$ cat src/rtl/brnch_track_ctrl.sv
// Two-entry in-order branch tracker: tags new branches, gathers out-of-order
// resolutions, retires in program order and drives redirect/stall on mispredicts.
module brnch_track_ctrl #(
  parameter int RECOVER_CYC = 2
) (
  input  logic        clk,
  input  logic        rst_n,
  input  logic [1:0]  alloc_vld,
  input  logic [15:0] alloc_pc1,
  input  logic [15:0] alloc_pc0,
  input  logic [1:0]  alloc_pred,
  output logic        alloc_tag1,
  output logic        alloc_tag0,
  input  logic        res_vld,
  input  logic        res_tag,
  input  logic        res_taken,
  input  logic [15:0] res_target,
  output logic        decr_count,
  output logic        mispred_num,
  output logic        redirect_vld,
  output logic [15:0] redirect_pc,
  output logic        stall_fetch,
  output logic        full,
  output logic        bpred_upd_vld,
  output logic [15:0] bpred_upd_pc,
  output logic        bpred_upd_taken,
  output logic        alloc_drop
);

  typedef enum logic {NORM, RECOV} state_t;

  state_t      state_q, state_d;
  logic [2:0]  rcnt_q, rcnt_d;
  logic        head_q, head_d;
  logic [1:0]  count_q, count_d;
  logic [1:0]  valid_q, valid_d;
  logic [1:0]  pred_q, pred_d;
  logic [1:0]  resolved_q, resolved_d;
  logic [1:0]  taken_q, taken_d;
  logic [15:0] pc_q [2];
  logic [15:0] pc_d [2];
  logic [15:0] target_q [2];
  logic [15:0] target_d [2];

  logic        decr_q, decr_d;
  logic        mnum_q, mnum_d;
  logic        redir_vld_q, redir_vld_d;
  logic [15:0] redir_pc_q, redir_pc_d;
  logic        upd_vld_q, upd_vld_d;
  logic [15:0] upd_pc_q, upd_pc_d;
  logic        upd_taken_q, upd_taken_d;
  logic        drop_q, drop_d;

  logic        res_hit, hd_taken, retire, mispred;
  logic [15:0] hd_target;
  logic [1:0]  n_req, n_free, n_acc;

  // The first request always lands at head+count; a lone younger request is compacted there too.
  assign alloc_tag1 = head_q ^ count_q[0];
  assign alloc_tag0 = alloc_vld[1] ? ~alloc_tag1 : alloc_tag1;

  assign res_hit   = res_vld && (res_tag == head_q) && valid_q[head_q];
  assign hd_taken  = res_hit ? res_taken  : taken_q[head_q];
  assign hd_target = res_hit ? res_target : target_q[head_q];
  assign retire    = (state_q == NORM) && valid_q[head_q] && (resolved_q[head_q] || res_hit);
  assign mispred   = retire && (hd_taken != pred_q[head_q]);

  assign n_req  = {1'b0, alloc_vld[1]} + {1'b0, alloc_vld[0]};
  assign n_free = 2'd2 - count_q;
  assign n_acc  = (n_req > n_free) ? n_free : n_req;

  always_comb begin
    state_d     = state_q;
    rcnt_d      = rcnt_q;
    head_d      = head_q;
    count_d     = count_q;
    valid_d     = valid_q;
    pred_d      = pred_q;
    resolved_d  = resolved_q;
    taken_d     = taken_q;
    pc_d        = pc_q;
    target_d    = target_q;
    decr_d      = 1'b0;
    mnum_d      = 1'b0;
    redir_vld_d = 1'b0;
    redir_pc_d  = redir_pc_q;
    upd_vld_d   = 1'b0;
    upd_pc_d    = upd_pc_q;
    upd_taken_d = 1'b0;
    drop_d      = 1'b0;

    case (state_q)
      NORM: begin
        if (res_vld && valid_q[res_tag]) begin
          resolved_d[res_tag] = 1'b1;
          taken_d[res_tag]    = res_taken;
          target_d[res_tag]   = res_target;
        end
        if (retire) begin
          decr_d      = 1'b1;
          upd_vld_d   = 1'b1;
          upd_pc_d    = pc_q[head_q];
          upd_taken_d = hd_taken;
          if (mispred) begin
            valid_d     = 2'b00;
            resolved_d  = 2'b00;
            count_d     = 2'd0;
            mnum_d      = valid_q[~head_q];
            redir_vld_d = 1'b1;
            redir_pc_d  = hd_taken ? hd_target : pc_q[head_q] + 16'd1;
            drop_d      = |alloc_vld;
            state_d     = RECOV;
            rcnt_d      = 3'(RECOVER_CYC - 1);
          end else begin
            valid_d[head_q]    = 1'b0;
            resolved_d[head_q] = 1'b0;
            head_d             = ~head_q;
            count_d            = 2'(count_q - 2'd1);
          end
        end
        // Free slots are counted before this edge's retire, so a full table never refills same-cycle.
        if (!mispred) begin
          if (n_acc != 2'd0) begin
            valid_d[alloc_tag1]    = 1'b1;
            resolved_d[alloc_tag1] = 1'b0;
            taken_d[alloc_tag1]    = 1'b0;
            target_d[alloc_tag1]   = 16'h0000;
            pc_d[alloc_tag1]       = alloc_vld[1] ? alloc_pc1 : alloc_pc0;
            pred_d[alloc_tag1]     = alloc_vld[1] ? alloc_pred[1] : alloc_pred[0];
          end
          if (n_acc == 2'd2) begin
            valid_d[~alloc_tag1]    = 1'b1;
            resolved_d[~alloc_tag1] = 1'b0;
            taken_d[~alloc_tag1]    = 1'b0;
            target_d[~alloc_tag1]   = 16'h0000;
            pc_d[~alloc_tag1]       = alloc_pc0;
            pred_d[~alloc_tag1]     = alloc_pred[0];
          end
          count_d = 2'(count_d + n_acc);
          drop_d  = (n_req > n_free);
        end
      end
      RECOV: begin
        drop_d = |alloc_vld;
        if (rcnt_q == 3'd0) state_d = NORM;
        else                rcnt_d  = rcnt_q - 3'd1;
      end
      default: state_d = NORM;
    endcase
  end

  always_ff @(posedge clk) begin
    if (!rst_n) begin
      state_q     <= NORM;
      rcnt_q      <= 3'd0;
      head_q      <= 1'b0;
      count_q     <= 2'd0;
      valid_q     <= 2'b00;
      pred_q      <= 2'b00;
      resolved_q  <= 2'b00;
      taken_q     <= 2'b00;
      pc_q[0]     <= 16'h0000;
      pc_q[1]     <= 16'h0000;
      target_q[0] <= 16'h0000;
      target_q[1] <= 16'h0000;
      decr_q      <= 1'b0;
      mnum_q      <= 1'b0;
      redir_vld_q <= 1'b0;
      redir_pc_q  <= 16'h0000;
      upd_vld_q   <= 1'b0;
      upd_pc_q    <= 16'h0000;
      upd_taken_q <= 1'b0;
      drop_q      <= 1'b0;
    end else begin
      state_q     <= state_d;
      rcnt_q      <= rcnt_d;
      head_q      <= head_d;
      count_q     <= count_d;
      valid_q     <= valid_d;
      pred_q      <= pred_d;
      resolved_q  <= resolved_d;
      taken_q     <= taken_d;
      pc_q        <= pc_d;
      target_q    <= target_d;
      decr_q      <= decr_d;
      mnum_q      <= mnum_d;
      redir_vld_q <= redir_vld_d;
      redir_pc_q  <= redir_pc_d;
      upd_vld_q   <= upd_vld_d;
      upd_pc_q    <= upd_pc_d;
      upd_taken_q <= upd_taken_d;
      drop_q      <= drop_d;
    end
  end

  assign decr_count      = decr_q;
  assign mispred_num     = mnum_q;
  assign redirect_vld    = redir_vld_q;
  assign redirect_pc     = redir_pc_q;
  assign stall_fetch     = (state_q == RECOV);
  assign full            = (count_q == 2'd2);
  assign bpred_upd_vld   = upd_vld_q;
  assign bpred_upd_pc    = upd_pc_q;
  assign bpred_upd_taken = upd_taken_q;
  assign alloc_drop      = drop_q;

endmodule
$ cat config.mk
export PLATFORM = sky130hd
export DESIGN_NAME = brnch_track_ctrl
export DESIGN_NICKNAME = d
export VERILOG_FILES = /design/src/rtl/brnch_track_ctrl.sv
export SDC_FILE = /design/constraint.sdc
export NUM_CORES = 1
export LEC_CHECK = 0
export BUFFER_PORTS_ARGS = -buffer_cell sky130_fd_sc_hd__buf_2
export CELL_PAD_IN_SITES_DETAIL_PLACEMENT = 0
export CELL_PAD_IN_SITES_GLOBAL_PLACEMENT = 1
export CORE_MARGIN = 5
export CORE_UTILIZATION = 45
export DETAILED_ROUTE_END_ITERATION = 7
export PLACE_DENSITY_LB_ADDON = 0.1
export SETUP_SLACK_MARGIN = 0.2
export SLEW_MARGIN = 10
export SYNTH_ARGS = -nofsm -noshare
export SYNTH_HDL_FRONTEND = slang
export SYNTH_SLANG_ARGS = --single-unit
$ cat constraint.sdc
create_clock -name clk -period 7.3 [get_ports clk]
set_input_delay 1.46 -clock clk [delete_from_list [all_inputs] [get_ports clk]]
set_output_delay 1.46 -clock clk [all_outputs]
set_load 0.02 [all_outputs]
# Yosys cells after proc, flatten, opt, wreduce, memory -nomap -nowiden
# Cells that the tools add are included.
[totals]
word_cells = 202
out_inout_bits = 42
in_bits = 57
reg_bits = 116
[op_classes]
n_mux = 101
n_bitwise = 27
eq_ne = 7
n_reduce_logical = 25
order_cmp = 17
add_sub_neg = 6
[ops]
columns = ["op", "n"]
rows = [
  ["32-bit 2-to-1 mux", 11],
  ["16-bit 2-to-1 mux", 12],
  ["32-bit bitwise mux", 3],
  ["2-bit 2-to-1 mux", 34],
  ["32-bit AND", 2],
  ["32-bit inverter", 2],
  ["16-bit demux with 1-bit select", 3],
  ["1-bit 2-to-1 mux", 25],
  ["16-bit by 1-bit adder with 16-bit output (second input constant)", 1],
  ["1-bit logical AND", 13],
  ["2-bit AND", 6],
  ["1-bit by 2-bit < comparator with 1-bit output (second input constant)", 5],
  ["3-bit 2-to-1 mux", 3],
  ["3-bit AND reduction", 3],
  ["2-bit greater-or-equal comparator (second input constant)", 4],
  ["1-bit inverter with 2-bit output", 4],
  ["2-bit bitwise mux", 3],
  ["2-bit by 1-bit < comparator with 1-bit output (second input constant)", 3],
  ["2-bit != test (second input constant)", 3],
  ["1-bit inverter", 6],
  ["2-bit inverter", 3],
  ["2-bit OR", 3],
  ["3-bit one-hot mux with 2 select lines", 1],
  ["1-bit demux with 1-bit select", 4],
  ["other kinds (19)", 26],
]

# Longest topological paths before layout
# Gate-level depths: netlist of run 1.
[logic_depth]
ltp_word = 18
depth_mapped = 14
depth_no_buf = 13

# Worst setup path before layout of run 1
# OpenSTA, ideal clock, no wires.
[synth_timing]
kind = "input to register"
from = "in alloc_vld[1]"
to = "reg pc_q[10] in the netlist's numbering"
t_arrival_ns = 3.696
n_path_buf = 3
slack_ns = 3.518
t_required_ns = 7.214
path_stages = 13
setup_time_ns = 0.086
cell_sequence = "inv_1 > ha_1 > inv_1 > ha_1 > nand2b_1 > and3_1 > or2_1 > a211o_1 > clkbuf_1 > or2_1 > buf_6 > buf_6 > a211oi_1"
[synth_between]
elab_chain_cells = 9
word_cells_on_any_way = 12
classes_between = "add/sub (1); order compare (1); eq/ne (1); mux (8); reduce/logical (1)"
[synth_lines]
columns = ["item", "line_no", "rtl"]
rows = [
  ["start, declared", "8", "input logic [1:0] alloc_vld,"],
  ["1-bit by 1-bit adder with 2-bit output", "68", "assign n_req = {1'b0, alloc_vld[1]} + {1'b0, alloc_vld[0]};"],
  ["2-bit > comparator", "70", "assign n_acc = (n_req > n_free) ? n_free : n_req;"],
  ["2-bit 2-to-1 mux", "70", ""],
  ["2-bit nonzero test", "123", "if (n_acc != 2'd0) begin"],
  ["32-bit 2-to-1 mux", "123", ""],
  ["32-bit 2-to-1 mux", "122", "if (!mispred) begin"],
  ["32-bit 2-to-1 mux", "92", "case (state_q)"],
  ["32-bit bitwise mux", "136", "pc_d[~alloc_tag1] = alloc_pc0;"],
  ["32-bit 2-to-1 mux *", "131", "if (n_acc == 2'd2) begin"],
  ["end signal, assigned", "183", "pc_q <= pc_d;"],
  ["end, declared", "40", "logic [15:0] pc_q [2];"],
]
# Mark *: on every way between the ends. The rest lies on a longest branch, timed or not. The select of a mux whose other input is x is not followed.
# A chain may end at the register's enable or synchronous reset.

# Worst setup path in the final report of run 1
[layout_timing]
from = "in alloc_vld[1]"
to = "reg pred_q[1]"
[layout_between]
elab_chain_cells = 9
word_cells_on_any_way = 12
classes_between = "add/sub (1); order compare (1); eq/ne (1); mux (8); reduce/logical (1)"
[layout_lines]
columns = ["item", "line_no", "rtl"]
rows = [
  ["1-bit by 1-bit adder with 2-bit output", "68", ""],
  ["2-bit > comparator", "70", ""],
  ["2-bit 2-to-1 mux", "70", ""],
  ["2-bit nonzero test", "123", ""],
  ["2-bit 2-to-1 mux", "123", ""],
  ["2-bit 2-to-1 mux", "122", ""],
  ["2-bit 2-to-1 mux", "92", ""],
  ["2-bit bitwise mux", "137", "pred_d[~alloc_tag1] = alloc_pred[0];"],
  ["2-bit 2-to-1 mux *", "131", ""],
  ["end signal, assigned", "180", "pred_q <= pred_d;"],
  ["end, declared", "37", "logic [1:0] pred_q, pred_d;"],
]
# Marks and branches as above.

==> out/results.ini, run 1 <==
[detailed_routing]
dr.pass1.iters=5
drt-initial-drc-count=445
routed_wl_mm=18.3
vias=5757
viasPerCell=5.84
routedWlPerCell_microns=18.6
ant_nets=0
drc=0

[logic_synthesis]
synth_nets=800
synth_edf_count=0
syn-cell-area_sq_um=6040
yosysSeqAreaShare=0.385
yosysUniqueCellTypes=56
yosysWarnings=0
ys_ff_latch=116
synth_area_per_cell_sq_um=8.24
netlist_instances=733
synthArstFlopShare=0
synth_ff_type=dfxtp_1

[power_and_ir_drop]
power_frac_seq=0.314
p_leak_nw=2.82
swShare=0.392
internal_power_mw=1.69
power_per_cell_area_nw_per_um2=389
clkPwrFrac=0.292
irDropWorstVdd_v=0.000227
p_comb_frac=0.394
p_sw_mw=1.09

[clock_tree]
clkSinkCount=116
cts_setup_buffers=0
cts_buffers=17
hold_buffers=0
htree_levels=4
cts_buffer_depth=2
clock-root-buffer=clkbuf_16
tritoncts=yes
insertion_delay_ns=0.43
path_clk_slew_ns=0.05
ctsResizeCount=0

[global_routing]
grt_max_degree=70
overflow=0
grtUsageTotal=0.233
grt_pass1_vias=5554
grt_pass1_wl_mm=29.7
antenna_found_initial=0

[timing]
maxSlewHeadroom=0.285
period_share=0.583
min_period_ns=4.26
tns_ns=0
fin_ws_ns=3.04
fmax_mhz=235
worst-slew-pin-transition_ns=1.07
drv_slew=0
rsz0062_at_grt=false
finalHoldViolations=0
setup_viol=0
finClkSkew_ns=0.0116

[critical_path]
worstPathArrival_ns=4.52
critPathMaxFanout=20
start_kind=primary input
required_ns=7.56
worstSetupPathType=primary input to flip-flop
endpoint_kind=flip-flop

[floorplanning]
core_sq_um=13200
fp.dieArea_sq_um=15800
ioPinCount=99
initial_core_util=0.458
die_h_microns=126
num_rows=42
die_w_microns=126

[place]
hpwl_mm=12.5
place.gp.congestion=0.864
pre_cts_ws_ns=2.66
io_buffers=98
postPlaceCellArea_sq_um=6580

[worst_hold_path]
hold_path.class=flip-flop to flip-flop

[layout]
ff_latch_area_sq_um=2320
fin_area_sq_um=7150
multiInputGateArea_sq_um=3350
fin_nets=865
fillCellCount=1267
antennaDiodeCount=0
drive_gt1_frac=0.185
syn_to_final_growth_pct=18.4

[run_status]
outcome=completed

[run]
cap_violations=0

[synthesized netlist by cell type, types with 3 or more instances]
cell type / n / area, sq um
a2111oi_0: 19 / 166
a211o_1: 3 / 26.3
a211oi_1: 44 / 330
a21oi_1: 80 / 400
a311oi_1: 17 / 149
a31oi_1: 8 / 50.1
a32o_1: 3 / 30.0
and3_1: 24 / 150
buf_2: 15 / 75.1
buf_6: 3 / 33.8
clkbuf_1: 40 / 150
dfxtp_1: 116 / 2320
ha_1: 10 / 125
inv_1: 34 / 128
mux2_2: 3 / 33.8
mux2i_1: 43 / 430
nand2_1: 95 / 357
nand3_1: 18 / 90.1
nand3b_1: 5 / 37.5
nand4_1: 7 / 43.8
nand4b_1: 5 / 43.8
nor2_1: 41 / 154
nor2b_1: 3 / 18.8
nor3_1: 12 / 60.1
o211ai_1: 5 / 37.5
o21ai_0: 16 / 80.1
o21ai_1: 3 / 15.0
o31ai_1: 4 / 30.0
or2_2: 3 / 18.8
xnor2_1: 10 / 87.6
xor2_1: 10 / 87.6
[stage by stage]
step / utilization / hold WS, ns / power [mW] / cells
2_1_floorplan: - / 0.431 / 1.69 / 733
3_3_place_gp: 0.499 / 0.439 / 1.95 / 955
3_5_place_dp: 0.499 / 0.446 / 1.97 / 955
4_1_cts: 0.542 / 0.453 / 2.79 / 986
5_1_grt: 0.542 / 0.464 / 2.97 / 986
6_report: 0.542 / 0.452 / 2.79 / 986
[area by class of cell]
type | instances | share of cell area
Timing Repair Buffer | 107 | 0.0780
Sequential cell | 116 | 0.325
Multi-Input combinational cell | 521 | 0.468
Clock buffer | 27 | 0.0703
Inverter | 35 | 0.0184
Clock inverter | 4 | 0.00980
Tap cell | 176 | 0.0308
[kinds of logic after synthesis]
| family | after synthesis | share of synthesized area |
|---|---|---|
| XOR/XNOR | 20 | 0.0290 |
| AO/OA/AOI/OAI | 221 | 0.245 |
| buffers and inverters | 96 | 0.0671 |
| multiplexers | 47 | 0.0793 |
| flip-flops | 116 | 0.385 |
| adder cells (fa/ha/maj) | 10 | 0.0207 |
| AND/OR/NAND/NOR | 223 | 0.174 |
[worst max-delay path, stage by stage]
cell and delay, ns:
buf_2 0.28, inv_1 0.14, ha_1 0.32, inv_1 0.05
ha_1 0.27, nand2b_1 0.08, and3_1 0.20, nor3_1 0.39
a211o_1 0.53, or2_1 0.62, a211oi_1 0.17
[state kept, by name, indices dropped and copies added, names as in the netlist, 2 cells and up]
name,cells
taken_q,2
count_q,2
bpred_upd_pc,16
redirect_pc,16
valid_q,2
target_q,32
pc_q,32
resolved_q,2
pred_q,2
rcnt_q,3
[cells in the final DEF, fill, tap and decap left out, types with 3 or more instances in the layout]
cell       count
ha_1          10
buf_2         98
buf_4          9
and3_1        24
a311oi_1      17
or2_2          3
a21oi_1       79
nand4b_1       5
nor3_1        12
mux2i_1       43
nor2b_1        3
o31ai_1        4
xor2_1        10
o21ai_0       16
clkbuf_1       6
nand3_1       18
xnor2_1       10
nor2_1        41
a32o_1         3
a31oi_1        8
clkbuf_16     17
a211oi_1      44
clkbuf_8       4
a211o_1        3
o211ai_1       5
inv_1         33
nand3b_1       5
a2111oi_0     19
nand4_1        7
nand2_1       95
mux2_2         3
dfxtp_1      115
[path summary, 6_finish.rpt]
check	cells after the start	slack, ns	from	end
setup reg to reg	8	3.17	head_q	pred_q[1]
hold / removal	2	0.45	target_q[21]	target_q[21]
setup / recovery	11	3.04	alloc_vld[1]	pred_q[1]
hold reg to reg	2	0.45	target_q[21]	target_q[21]
[power by group through the flow]
stage | clock network [mW] | registers [mW] | logic (mW)
2_1_floorplan | 0 | 0.870 | 0.821
3_5_place_dp | 0 | 0.884 | 1.09
3_3_place_gp | 0 | 0.881 | 1.07
6_report | 0.814 | 0.875 | 1.10
5_1_grt | 0.856 | 0.890 | 1.22
4_1_cts | 0.826 | 0.873 | 1.10
[routing by layer]
| layer | global-route usage | vias to the layer above | wire, microns |
|---|---|---|---|
| met4 | 0.0864 | 0 | 400 |
| met2 | 0.365 | 178 | 8440 |
| li1 | - | 2792 | - |
| met5 | 0 | - | 0 |
| met1 | 0.315 | 2758 | 8470 |
| met3 | 0.0555 | 29 | 994 |
(Power assumes the default switching activity.)
==> run 2: changes to the inputs <==
--- a/config.mk
+++ b/config.mk
@@ -9,7 +9,7 @@
 export CELL_PAD_IN_SITES_DETAIL_PLACEMENT = 0
 export CELL_PAD_IN_SITES_GLOBAL_PLACEMENT = 1
 export CORE_MARGIN = 5
-export CORE_UTILIZATION = 45
+export CORE_UTILIZATION = 42
 export DETAILED_ROUTE_END_ITERATION = 7
 export PLACE_DENSITY_LB_ADDON = 0.1
 export SETUP_SLACK_MARGIN = 0.2
==> constraint.sdc (replaced) <==
create_clock -name clk -period 4.3 [get_ports clk]
set_input_delay 0.86 -clock clk [delete_from_list [all_inputs] [get_ports clk]]
set_output_delay 0.86 -clock clk [all_outputs]
set_load 0.02 [all_outputs]
==> run 2 against run 1 <==
Compared with the run above: cell count grew 0.91%; via count decreased by 2.1%; critical path depth did not move; count of clock-buffer cells in the layout down 6; clock power rose by 83%; non-clock buffer count rose by 4; critical path type unchanged; critical endpoint is now pc_q[13]; largest power group unchanged; highest routed layer unchanged.
==> out/results.ini, run 2 (synthesized netlist as in run 1, its figures left out) <==
[timing]
rsz0062_at_grt=false
fin_ws_ns=0.805
finClkSkew_ns=0.0101
worst-slew-pin-transition_ns=0.873
tns_ns=0
period_share=0.813
drv_slew=0
finalHoldViolations=0
maxSlewHeadroom=0.416
min_period_ns=3.50
fmax_mhz=286
setup_viol=0

[place]
pre_cts_ws_ns=0.399
place.gp.congestion=0.834
io_buffers=98
hpwl_mm=12.2

[layout]
multiInputGateArea_sq_um=3350
antennaDiodeCount=0
syn_to_final_growth_pct=19.9
layout_common_cells=115 x dfxtp_1, 98 x buf_2, 95 x nand2_1
utilization=0.518
fillCellCount=1381
fin_nets=869
ff_latch_area_sq_um=2320
final_common_cell=dfxtp_1
drive_gt1_frac=0.196
top_regs=pc_q x32, target_q x32

[clock_tree]
clock-root-buffer=clkbuf_16
path_clk_slew_ns=0.06
clkSinkCount=116
tritoncts=yes
cts_buffers=17
cts_buffer_depth=2
cts_setup_buffers=0
ctsResizeCount=0
insertion_delay_ns=0.42
htree_levels=4
hold_buffers=0

[global_routing]
overflow=0
grt_pass1_vias=5577
grtUsageTotal=0.216
antenna_found_initial=0
grt_max_degree=50
grt_pass1_wl_mm=28.9

[power_and_ir_drop]
power_per_cell_area_nw_per_um2=669
total_power_mw=4.84
irDropWorstVdd_v=0.000368
p_leak_nw=2.88

[critical_path]
path_buf_inv=3
crit_slowest_cell=or2_1
required_ns=4.58
crit_chain=buf_2 -> inv_1 -> ha_1 -> inv_1 -> ha_1 -> nand2b_1 -> and3_1 -> nor3_1 -> a211o_1 -> or2_1 -> a211oi_1
cp.depth=11
worstPathArrival_ns=3.77
critPathMaxFanout=20
max_stage_delay_ns=0.55
start_kind=primary input
reg2regPathDepth=7
worstSetupPathType=primary input to flip-flop
crit_family=simple AND/OR/NAND/NOR gates
endpoint_kind=flip-flop

[worst_hold_path]
hold_path.class=flip-flop to flip-flop
whs_path_depth=2

[floorplanning]
die_h_microns=130
die_w_microns=130
num_rows=43
initial_core_util=0.432
core_sq_um=14000
fp.dieArea_sq_um=16900
ioPinCount=99

[detailed_routing]
viasPerCell=5.67
ant_nets=0
drc=0
routedWlPerCell_microns=17.7
vias=5637
drt-initial-drc-count=407
routed_wl_mm=17.6
dr.pass1.iters=5

[run]
cap_violations=0

[run_status]
outcome=completed

[run 2: cell type report]
class,count,share of cell area
tap,180,0.0311
clock inverter,11,0.0214
sequential,116,0.321
inverter,35,0.0181
clock buffer,21,0.0650
timing repair buffer,111,0.0812
multi-input combinational,521,0.462
[run 2: metal layers]
layer	track usage	up-vias	share of wire
li1	-	2808	-
met1	0.298	2650	0.49
met2	0.336	159	0.44
met3	0.0544	20	0.057
met4	0.0642	0	0.013
met5	0	-	0
[run 2: worst paths after layout]
path	start	endpoint	slack, ns
setup / recovery	alloc_vld[1]	pc_q[13]	0.80
setup reg to reg	head_q	pc_q[13]	0.94
hold reg to reg	target_q[7]	target_q[7]	0.45
hold / removal	target_q[7]	target_q[7]	0.45
[run 2: power breakdown]
part,internal (mW),switching (mW)
combinational,0.684,1.18
clock,1.01,0.488
sequential,1.29,0.197
[run 2: tightest hold or removal path, delay by kind of cell (launching register included)]
family           cells  cell delay [ns]
AO/OA/AOI/OAI        1             0.05
flip-flops           1             0.30
AND/OR/NAND/NOR      1             0.05
[run 2: stage by stage]
step	area [sq um]	hold slack [ns]	instances
after floorplan	6040	0.431	733
after global placement	6610	0.437	963
after detailed placement	6610	0.445	963
after CTS	7240	0.453	995
after global routing	7240	0.475	995
final	7240	0.453	995
